==> config.mk <==
export PLATFORM = sky130hd
export DESIGN_NAME = master_volume_ramp
export DESIGN_NICKNAME = d
export VERILOG_FILES = /design/src/rtl/opl3_pkg.sv /design/src/rtl/master_volume_ramp.sv
export SDC_FILE = /design/constraint.sdc
export NUM_CORES = 1
export LEC_CHECK = 0
export ABC_AREA = 1
export BUFFER_PORTS_ARGS = -buffer_cell sky130_fd_sc_hd__buf_2
export CORE_MARGIN = 3
export CORE_UTILIZATION = 30
export DETAILED_ROUTE_END_ITERATION = 7
export GPL_ROUTABILITY_DRIVEN = 0
export GPL_TIMING_DRIVEN = 0
export SLEW_MARGIN = 20
export SYNTH_ARGS = -nofsm -noshare
export SYNTH_HDL_FRONTEND = slang
export SYNTH_SLANG_ARGS = --single-unit
export TNS_END_PERCENT = 10
==> constraint.sdc <==
create_clock -name clk -period 8.1 [get_ports clk]
set_input_delay 0.405 -clock clk [delete_from_list [all_inputs] [get_ports clk]]
set_output_delay 0.405 -clock clk [all_outputs]
set_load 0.01 [all_outputs]
==> src/rtl/opl3_pkg.sv <==
// Shared OPL3 audio-path constants and types used by the master volume stage.
package opl3_pkg;

  localparam int SAMPLE_WIDTH = 16;
  localparam int VOL_WIDTH    = 8;

  typedef enum logic [1:0] {
    VR_IDLE,
    VR_MUL_L,
    VR_MUL_R,
    VR_OUTPUT
  } vol_ramp_state_t;

endpackage

==> src/rtl/master_volume_ramp.sv <==
// Master volume stage: per-sample one-step gain ramp toward the target and a
// shared sequential multiplier scaling left then right channel samples.
module master_volume_ramp
  import opl3_pkg::*;
#(
  parameter int SAMPLE_WIDTH = opl3_pkg::SAMPLE_WIDTH,
  parameter int VOL_WIDTH    = opl3_pkg::VOL_WIDTH
) (
  input  logic                           clk,
  input  logic                           reset,
  input  logic                           channel_valid,
  input  logic signed [SAMPLE_WIDTH-1:0] channel_l,
  input  logic signed [SAMPLE_WIDTH-1:0] channel_r,
  input  logic        [VOL_WIDTH-1:0]    vol_target,
  input  logic                           mute,
  output logic                           sample_valid,
  output logic signed [SAMPLE_WIDTH-1:0] sample_l,
  output logic signed [SAMPLE_WIDTH-1:0] sample_r,
  output logic        [VOL_WIDTH:0]      gain,
  output logic                           busy,
  output logic                           sample_dropped
);

  localparam int GAIN_WIDTH = VOL_WIDTH + 1;
  localparam int PROD_WIDTH = SAMPLE_WIDTH + VOL_WIDTH + 2;

  vol_ramp_state_t state, state_next;

  logic                           accept;
  logic        [GAIN_WIDTH-1:0]   eff_target;
  logic        [GAIN_WIDTH-1:0]   gain_stepped;
  logic signed [SAMPLE_WIDTH-1:0] latched_l;
  logic signed [SAMPLE_WIDTH-1:0] latched_r;
  logic signed [SAMPLE_WIDTH-1:0] result_l;
  logic signed [SAMPLE_WIDTH-1:0] mul_operand;
  logic signed [PROD_WIDTH-1:0]   product;
  logic signed [SAMPLE_WIDTH-1:0] scaled;
  logic                           unused_product_bits;

  // Full-scale volume code maps to exact unity (256) rather than 255/256.
  always_comb begin
    eff_target = '0;
    if (mute) begin
      eff_target = '0;
    end else if (&vol_target) begin
      eff_target = {1'b1, {VOL_WIDTH{1'b0}}};
    end else begin
      eff_target = {1'b0, vol_target};
    end
  end

  always_comb begin
    gain_stepped = gain;
    if (gain < eff_target) begin
      gain_stepped = gain + 1'b1;
    end else if (gain > eff_target) begin
      gain_stepped = gain - 1'b1;
    end
  end

  always_comb begin
    state_next = state;
    case (state)
      VR_IDLE:   if (channel_valid) state_next = VR_MUL_L;
      VR_MUL_L:  state_next = VR_MUL_R;
      VR_MUL_R:  state_next = VR_OUTPUT;
      VR_OUTPUT: state_next = VR_IDLE;
      default:   state_next = VR_IDLE;
    endcase
  end

  assign accept         = (state == VR_IDLE) && channel_valid;
  assign busy           = (state != VR_IDLE);
  assign sample_dropped = channel_valid && busy;
  assign sample_valid   = (state == VR_OUTPUT);

  // Single multiplier time-shared between channels; gain is zero-extended so
  // the product is signed x unsigned, and >>> 8 floors toward -infinity.
  assign mul_operand = (state == VR_MUL_L) ? latched_l : latched_r;
  assign product     = mul_operand * $signed({1'b0, gain});
  assign scaled      = product[SAMPLE_WIDTH+7:8];
  assign unused_product_bits = ^{product[PROD_WIDTH-1:SAMPLE_WIDTH+8], product[7:0]};

  always_ff @(posedge clk or posedge reset) begin
    if (reset) begin
      state <= VR_IDLE;
    end else begin
      state <= state_next;
    end
  end

  always_ff @(posedge clk or posedge reset) begin
    if (reset) begin
      gain      <= '0;
      latched_l <= '0;
      latched_r <= '0;
      result_l  <= '0;
      sample_l  <= '0;
      sample_r  <= '0;
    end else begin
      if (accept) begin
        latched_l <= channel_l;
        latched_r <= channel_r;
        gain      <= gain_stepped;
      end
      if (state == VR_MUL_L) begin
        result_l <= scaled;
      end
      // Both outputs load on entry to OUTPUT so they change together.
      if (state == VR_MUL_R) begin
        sample_l <= result_l;
        sample_r <= scaled;
      end
    end
  end

endmodule

==> impl_results.md, run 1 <==
- Final setup vio count: 0
- Critical Path Slowest Stage Cell: fa_1
- Status: complete, no violations
- CTS Buf Count: 9
- Most used cell, CP: inv_1
- Port buffer count: 87
- Longest Clk Path Bufs: 2
- Post_cts resized: 0
- Seq/Total Area, Yosys: 24.2%
- Final min period: 6.78 ns
- Pins Over Slew Limit: 0
- CP Max Fanout: 10
- GRT Residual Overflow: 0
- RSZ-0062 raised after global routing: false
- CP delay by family, top: adder cells
- Final Cycle Share: 83.7%
- Fmax: 148 MHz
- First drt pass iteration count: 5
- Hold_buf cts: 0
- Wire per inst: 14.5 µm
- Area Overhead vs Synth: 13.7%
- Commonest cells post-synth: nand2_1 (361), inv_1 (208), fa_1 (115), dfrtp_1 (91), nor2_1 (90)
- Width of the die: 183 µm
- Syn_area_per_cell: 7.87 µm²
- Area of the multi-input gates: 6210 µm²
- Worst setup EP type: register
- Biggest area consumer among synthesized cells: fa_1
- Clock root cell: clkbuf_16
- H-tree depth: 3
- # fillers: 3283
- Hold Vio Cnt, Final: 0
- Drt initial violations: 535
- Critical Setup Path Class: reg2reg
- Latest clock arrival within the worst-skew pair: 0.35 ns
- Setup Fix Bufs, Post-CTS: 0
- Clock Skews: 0.00641 ns
- Synth async-reset ratio: 100%
- Most numerous cell in the Yosys netlist: nand2_1
- YS warnings: 0
- Clk sinks: 91
- Row count: 64
- Synth Cell Area: 9410 µm²
- Post-Syn Nets: 1425
- CTS tree: yes
- Netlist cell types: 38
- Max incr delay on CP: 0.55 ns
- Setup TNS: 0 ns
- Clock Pin Slew Worst Setup and Hold Paths: 0.07 ns
- Hold WC Path Type: in2async
- Number of synthesized flops with an enable pin: 0
- Full die area: 33500 µm²
- Slew HR: 30.0%
- Post-Syn Instances: 1196
- Initial Utilization: 30.6%
- Fin nets: 1524
- ANT nets after route: 0
- Post-synth top flop: dfrtp_1
- Seq cells post-synth: 91
- Vias in the first global route: 8193
- Antenna violations before repair: 0
- Worst Path Required: 8.34 ns
- Worst path bufs/invs: 8
- Largest net degree at the start of global routing: 50
- CP Launch Type: register
- GRT Overall Usage: 15.3%
- Drt drc: 0
- Core area: 30700 µm²
- Total vias in the final route: 7906
- Layout cells sized above 1: 11.3%
- # diodes: 0
- Die Y: 183 µm
- Global-route wire length before repair: 41.4 mm
- WL final: 24.7 mm
- Critical path arrival: 7.02 ns
- Share of the synthesized area in the top cell type: 24.5%
- HPWL after DPL: 20.4 mm
- Top cells by area, synth: fa_1 (24%), dfrtp_1 (24%), nand2_1 (14%), ha_1 (9.3%), inv_1 (8.3%)
- Slew @ Worst Pin: 1.04 ns
- Storage cell area: 2280 µm²
- Ports: 88
- Post-DR vias/cell: 4.66
- Max cap viols: 0
==> cell usage in the layout, fill, tap and decap left out, types with 2 or more instances in the layout <==
cell type	instances
nand2_2	10
nand3_1	55
nor2_4	2
o21a_1	2
nand3b_1	4
nand2_4	5
buf_1	3
nor4_1	2
nor2_1	90
fa_1	115
clkbuf_1	22
bufinv_16	2
clkinv_1	2
inv_2	2
nor3_1	6
a21oi_1	34
inv_6	3
clkbuf_16	9
nand4_1	3
ha_1	70
o21bai_1	2
and3_1	2
buf_2	92
o21ai_1	14
inv_1	207
xor2_1	7
xnor2_1	11
nand2_1	361
o21ai_0	42
or2_2	14
dfrtp_1	91
o211ai_1	4
==> cell families (layout without fill, tap and decap cells) <==
group                    Yosys count  after routing  synth area share, %
AND/OR/NAND/NOR                  558            558                 24.8
buffers and inverters            242            346                 9.80
adder cells (fa/ha/maj)          185            185                 33.8
AO/OA/AOI/OAI                    102            102                 5.81
flip-flops                        91             91                 24.2
XOR/XNOR                          18             18                 1.68
==> path summary, 6_finish.rpt <==
kind	slack [ns]	end	cells past startpoint	startpoint
max in group asynchronous	7.46	sample_r[2]	3	reset
worst max register to register	1.32	sample_r[9]	29	state[1]
worst min register to register	0.46	sample_l[3]	2	sample_l[3]
worst max-delay path	1.32	sample_r[9]	29	state[1]
worst min-delay path	0.07	state[1]	2	reset
min in group clk	0.24	latched_l[14]	3	channel_l[14]
==> worst reg2reg max path: cells and delay by family, from the launching register on <==
kind	cells	cell delay, ns
compound gates	1	0.37
fa+ha+maj	7	3.28
buf+inv	8	1.29
flops	1	0.40
simple gates	13	1.33
==> layer usage <==
layer | up-vias | global-route usage (%) | share of wire (%)
met5 | - | 0 | 0
met4 | 0 | 2.29 | 0.95
met3 | 20 | 1.86 | 3.9
met2 | 172 | 27.0 | 49
met1 | 3881 | 20.7 | 46
li1 | 3833 | - | -
==> metrics by stage <==
step,utilization [%],std cells,hold WS [ns],instance area (µm²),setup WS (ns)
final,34.8,1696,0.0671,10700,1.32
after global routing,34.8,1696,0.104,10700,0.823
after CTS,34.8,1696,0.0828,10700,1.26
after detailed placement,33.7,1680,0.453,10400,1.28
after global placement,33.6,1679,0.452,10300,1.34
after floorplan,-,1196,0.441,9410,2.48
==> cell type report <==
| cell class | count | share of cell area (%) |
|---|---|---|
| multi-input cells | 863 | 58.1 |
| flip-flops and latches | 91 | 21.3 |
| inverters | 212 | 7.48 |
| well taps | 396 | 4.63 |
| repair buffers | 88 | 4.33 |
| clock buffers | 11 | 2.27 |
| plain buffers | 30 | 1.18 |
| clock inverters | 5 | 0.772 |
==> sequential cells by signal, summed over array words and instances (netlist names) <==
name       count
latched_r     16
result_l      16
gain           9
sample_l      16
sample_r      16
latched_l     16
state          2
Power of run 1 is left out: the tool's default activity adds up to more than one toggle a clock period on the data nets, which glitch-free logic cannot reach.
==> run 2: changes to the inputs <==
- clock period: 8.1 -> 5.9 ns (I/O delays scaled with it)
==> run 2 against run 1 <==
Maximum frequency grew 19%. Clock skew grew 0.0011 ns. Cell count grew 1.2%. Cell area grew 4.9%. Non-clock buffer count grew 20. Die area is the same. Critical path depth shrank 3. Sequential share of layout area shrank 0.99 points. Utilization grew 1.7 points. Global-route usage grew 0.11 points. Wire length grew 1.5%.
==> impl_results.md, run 2 (same netlist as run 1, synthesis figures left out) <==
- WL final: 25.0 mm
- Clk sinks: 91
- Layout cells sized above 1: 17.8%
- Drt drc: 0
- Antenna violations before repair: 0
- Ports: 88
- CP Max Fanout: 10
- Final setup vio count: 0
- Width of the die: 183 µm
- Commonest non-fill, non-tap cell in the layout: nand2_1
- Full die area: 33500 µm²
- Critical Setup Path Class: reg2reg
- Final Cycle Share: 96.3%
- Critical path arrival: 5.91 ns
- Status: complete, no violations
- Port buffer count: 87
- Post-DR vias/cell: 4.66
- ANT nets after route: 0
- Largest net degree at the start of global routing: 50
- Fmax: 176 MHz
- Die Y: 183 µm
- Pins Over Slew Limit: 0
- Final min period: 5.68 ns
- Slew @ Worst Pin: 0.673 ns
- Clock root cell: clkbuf_16
- First drt pass iteration count: 5
- H-tree depth: 3
- Worst hold slack: 0.134 ns
- GRT Overall Usage: 15.4%
- CP Launch Type: register
- Commonest cells after routing, fill and taps aside: nand2_1 (357), inv_1 (195), fa_1 (114), buf_2 (92), dfrtp_1 (91)
- Fin nets: 1544
- Worst setup EP type: register
- Initial Utilization: 30.6%
- CTS tree: yes
- Row count: 64
- Slew HR: 55.2%
- Clock Skews: 0.00747 ns
- Vias in the first global route: 8252
- Setup TNS: 0 ns
- GRT Residual Overflow: 0
- # diodes: 0
- Setup WS pre-CTS: -0.920 ns
- Longest Clk Path Bufs: 2
- Wire per inst: 14.6 µm
- CTS Buf Count: 9
- Core area: 30700 µm²
- Worst Path Required: 6.13 ns
- RSZ-0062 raised after global routing: true
- Max cap viols: 0
- Clock Pin Slew Worst Setup and Hold Paths: 0.07 ns
- Hold WC Path Type: in2reg
- Area Overhead vs Synth: 19.2%
- HPWL after DPL: 20.4 mm
- Final WS setup: 0.219 ns
- Drt initial violations: 541
- Total vias in the final route: 7992
- Latest clock arrival within the worst-skew pair: 0.35 ns
- Hold Vio Cnt, Final: 0
- Global-route wire length before repair: 41.7 mm
-- run 2: metrics by stage --
step                cells  area (µm²)  utilization [%]
finish               1716       11200             36.5
CTS                  1700       10900             35.3
global placement     1679       10300             33.6
detailed placement   1680       10400             33.7
global route         1716       11200             36.5
floorplan            1196        9410                -
-- run 2: what timing repair did --
action,CTS,global route
setup buffers,3,16
pin swaps,0,10
endpoints found under the hold margin,42,0
hold buffers,1,0
endpoints found under the setup margin,32,26
gates resized for setup,45,64
-- run 2: layer usage --
| layer | GRT usage [%] | share of wire, % | wire, µm | vias to the layer above |
|---|---|---|---|---|
| met5 | 0 | 0 | 0 | - |
| met4 | 2.35 | 0.96 | 239 | 0 |
| met3 | 1.98 | 4.1 | 1020 | 20 |
| met2 | 27.2 | 49 | 12300 | 190 |
| met1 | 20.8 | 46 | 11400 | 3908 |
| li1 | - | - | - | 3874 |
-- run 2: worst paths after layout --
| kind | slack, ns | to | cells past startpoint | startpoint |
|---|---|---|---|---|
| min in group asynchronous | 0.50 | state[1] | 3 | reset |
| max in group asynchronous | 4.82 | sample_r[5] | 4 | reset |
| worst min register to register | 0.46 | sample_l[3] | 2 | sample_l[3] |
| worst min-delay path | 0.13 | latched_l[14] | 3 | channel_l[14] |
| worst max register to register | 0.22 | result_l[7] | 26 | state[1] |
| worst max-delay path | 0.22 | result_l[7] | 26 | state[1] |
-- run 2: final cells by class --
cell class                 instances  area (µm²)
clock inverter                     5        82.6
fill                            3222       19500
inverter                         212         805
sequential                        91        2280
clock buffer                      11         243
multi-input combinational        863        6540
tap                              396         495
timing repair buffer             108         616
buffer                            30         163
-- run 2: worst max-delay path, cell delays in order, from the launching register on --
cell	delay, ns
dfrtp_1	0.40
inv_2	0.09
ha_4	0.22
inv_4	0.07
buf_6	0.14
or2_2	0.30
o21ai_4	0.12
buf_4	0.17
nor2_1	0.05
fa_1	0.44
fa_1	0.48
inv_1	0.06
fa_1	0.55
inv_1	0.05
fa_1	0.46
fa_1	0.58
ha_4	0.23
nand2_2	0.11
nor2_4	0.06
buf_4	0.13
a21oi_2	0.18
nand2_4	0.10
nand2_1	0.07
nand2_1	0.06
or2_2	0.28
nand3_1	0.06
o21ai_0	0.07
Power of run 2 is left out for the same reason.
==> run 3: changes to the inputs <==
- ABC_AREA: 1 -> 0
- CAP_MARGIN: not set -> 20
==> run 3 against run 2 <==
Maximum frequency down 4.4%. Global-route usage down 0.87 points. The run now ends with setup timing left. First-iteration DRC count down 57%. Die area down 5.0%. Worst setup slack worse by 0.26 ns. Wire length down 14%. Critical path depth down 4.
==> impl_results.md, run 3 <==
- Area Overhead vs Synth: 21.2%
- Share of the synthesized area in the top cell type: 25.8%
- # diodes: 0
- Synth async-reset ratio: 100%
- Commonest cells after routing, fill and taps aside: inv_1 (132), fa_1 (105), dfrtp_1 (90), buf_2 (87), nand2_1 (83)
- Row count: 62
- # fillers: 2928
- CP cell instances: inv_2 -> ha_4 -> clkbuf_16 -> mux2_4 -> buf_6 -> and2_1 -> ha_4 -> fa_1 -> fa_1 -> fa_1 -> inv_1 -> fa_1 -> inv_1 -> ha_4 -> and3_4 -> a221oi_4 -> o21ai_4 -> nor3_4 -> o31ai_4 -> a21oi_4 -> xnor2_2 -> mux2_2
- Post-DR vias/cell: 4.59
- R2r worst-path depth: 22
- Final Cycle Share: 101%
- Biggest area consumer among synthesized cells: fa_1
- R2R Path Start: state[1]
- Max cap viols: 0
- Fin nets: 1195
- Most numerous cell in the Yosys netlist: inv_1
- Max incr delay on CP: 0.56 ns
- RSZ-0062 raised after global routing: true
- Total vias in the final route: 6220
- Final setup vio count: 9
- Clock Pin Slew Worst Setup and Hold Paths: 0.07 ns
- Setup TNS: -0.167 ns
- Crit path depth: 22
- Seq cells post-synth: 91
- Dpl cell area: 9930 µm²
- Drt initial violations: 233
- Final WS setup: -0.0446 ns
- Final min period: 5.94 ns
- Netlist cell types: 52
- YS warnings: 0
- Worst setup EP type: register
- CTS Buf Count: 9
- Largest net degree at the start of global routing: 50
- CTS tree: yes
- GRT Residual Overflow: 0
- Clock root cell: clkbuf_16
- GRT Overall Usage: 14.5%
- Status: finished, violations left
- Antenna violations before repair: 1
- Critical Path Start: state[1]
- Port buffer count: 87
- Final Instance Area: 10800 µm²
- Most used cell, CP: fa_1
- First drt pass iteration count: 5
- Synth Cell Area: 8920 µm²
- Width of the die: 178 µm
- Longest Clk Path Bufs: 2
- Syn_area_per_cell: 10.7 µm²
- Worst Path Required: 6.14 ns
- Die Y: 178 µm
- Seq/Total Area, Yosys: 25.5%
- Pins Over Slew Limit: 0
- Number of synthesized flops with an enable pin: 0
- Drt drc: 0
- H-tree depth: 3
- Setup WS pre-CTS: -1.00 ns
- Wire per inst: 16.0 µm
- Slew @ Worst Pin: 0.777 ns
- Critical Path Slowest Stage Cell: fa_1
- FF-to-FF setup slack: -0.04 ns
- RR Endpoint: sample_r[14]
- Hold WC Path Type: in2reg
- Failing checks: setup timing
- Post-Syn Nets: 1064
- Critical path arrival: 6.19 ns
- Commonest non-fill, non-tap cell in the layout: inv_1
- Latest clock arrival within the worst-skew pair: 0.36 ns
- Clock Skews: 0.0112 ns
- Worst hold slack: 0.160 ns
- Slew HR: 48.2%
- CP Max Fanout: 8
- WL final: 21.6 mm
- Critical Setup Path Class: reg2reg
- Post-synth top flop: dfrtp_1
- Clk sinks: 91
- Initial Utilization: 30.8%
- Global-route wire length before repair: 36.1 mm
- Worst setup path endpoint: sample_r[14]
- Post-Syn Instances: 835
- Top cells by area, synth: fa_1 (26%), dfrtp_1 (26%), mux2_2 (11%), ha_1 (9.8%), inv_1 (5.9%)
- Vias in the first global route: 6869
- Commonest cells post-synth: inv_1 (140), fa_1 (115), dfrtp_1 (91), mux2_2 (90), nand2_1 (89)
- Full die area: 31800 µm²
- Fmax: 168 MHz
- Layout cells sized above 1: 30.6%
- CP delay by family, top: adder cells
- Core area: 29000 µm²
- Worst path bufs/invs: 5
- Hold Vio Cnt, Final: 0
- HPWL after DPL: 16.5 mm
- Ports: 88
- ANT nets after route: 0
- CP Launch Type: register
[run 3: changes by cell type in the layout (fill, tap and decap cells not counted), sizes merged, moves of 16 or more]
cell   previous run  this run
a21oi            34        16
nand2           376        89
nand3            56         4
and2              1        55
o21ai            57        13
mux2              0        95
nor2             93        16
inv             212       143
nor2b             0        16
[run 3: final cells by class]
| cell class | count | area (µm²) | area share [%] |
|---|---|---|---|
| clock buffer | 9 | 225 | 2.08 |
| timing repair buffer | 120 | 754 | 6.97 |
| tap | 384 | 480 | 4.44 |
| buffer | 23 | 115 | 1.06 |
| sequential | 91 | 2280 | 21.1 |
| inverter | 140 | 531 | 4.90 |
| multi-input combinational | 581 | 6360 | 58.8 |
| clock inverter | 7 | 71.3 | 0.659 |
[run 3: worst min-delay path by stage]
| stage | start | to | slack (ns) | cells past startpoint |
|---|---|---|---|---|
| after floorplan | channel_valid | state[1] | 0.38 | 1 |
| after global placement | result_l[6] | result_l[6] | 0.47 | 2 |
| after detailed placement | reset | state[1] | 0.35 | 2 |
| after CTS | channel_valid | state[1] | 0.15 | 2 |
| after global routing | channel_l[12] | latched_l[12] | 0.16 | 2 |
| final | channel_valid | state[1] | 0.16 | 2 |
[run 3: what timing repair did]
action,4_1_cts,5_1_grt
pin swaps,35,20
hold endpoints to repair,42,0
gates resized for setup,62,19
endpoints found under the setup margin,28,22
cloned,2,0
setup buffers,27,4
hold buffers,1,0
[run 3: cells by family (layout without fill, tap and decap cells)]
family | Yosys count | in the layout | share of synthesized area (%)
simple gates | 210 | 210 | 12.0
fa+ha+maj | 185 | 185 | 35.6
buf+inv | 164 | 299 | 6.98
mux | 96 | 97 | 12.3
flops | 91 | 91 | 25.5
compound gates | 59 | 59 | 4.66
xor+xnor | 30 | 30 | 2.94
[run 3: through the flow]
| stage | instances | utilization [%] |
|---|---|---|
| 2_1_floorplan | 835 | - |
| 3_3_place_gp | 1306 | 34.1 |
| 3_5_place_dp | 1307 | 34.2 |
| 4_1_cts | 1353 | 37.1 |
| 5_1_grt | 1355 | 37.3 |
| 6_report | 1355 | 37.3 |
[run 3: per-layer routing]
| metal | wire length (µm) | up-vias | GRT usage, % |
|---|---|---|---|
| met1 | 10100 | 3154 | 20.1 |
| met4 | 268 | 0 | 3.05 |
| met5 | 0 | - | 0 |
| met2 | 10500 | 124 | 24.4 |
| li1 | - | 2923 | - |
| met3 | 729 | 19 | 2.00 |
Power of run 3 is left out for the same reason.
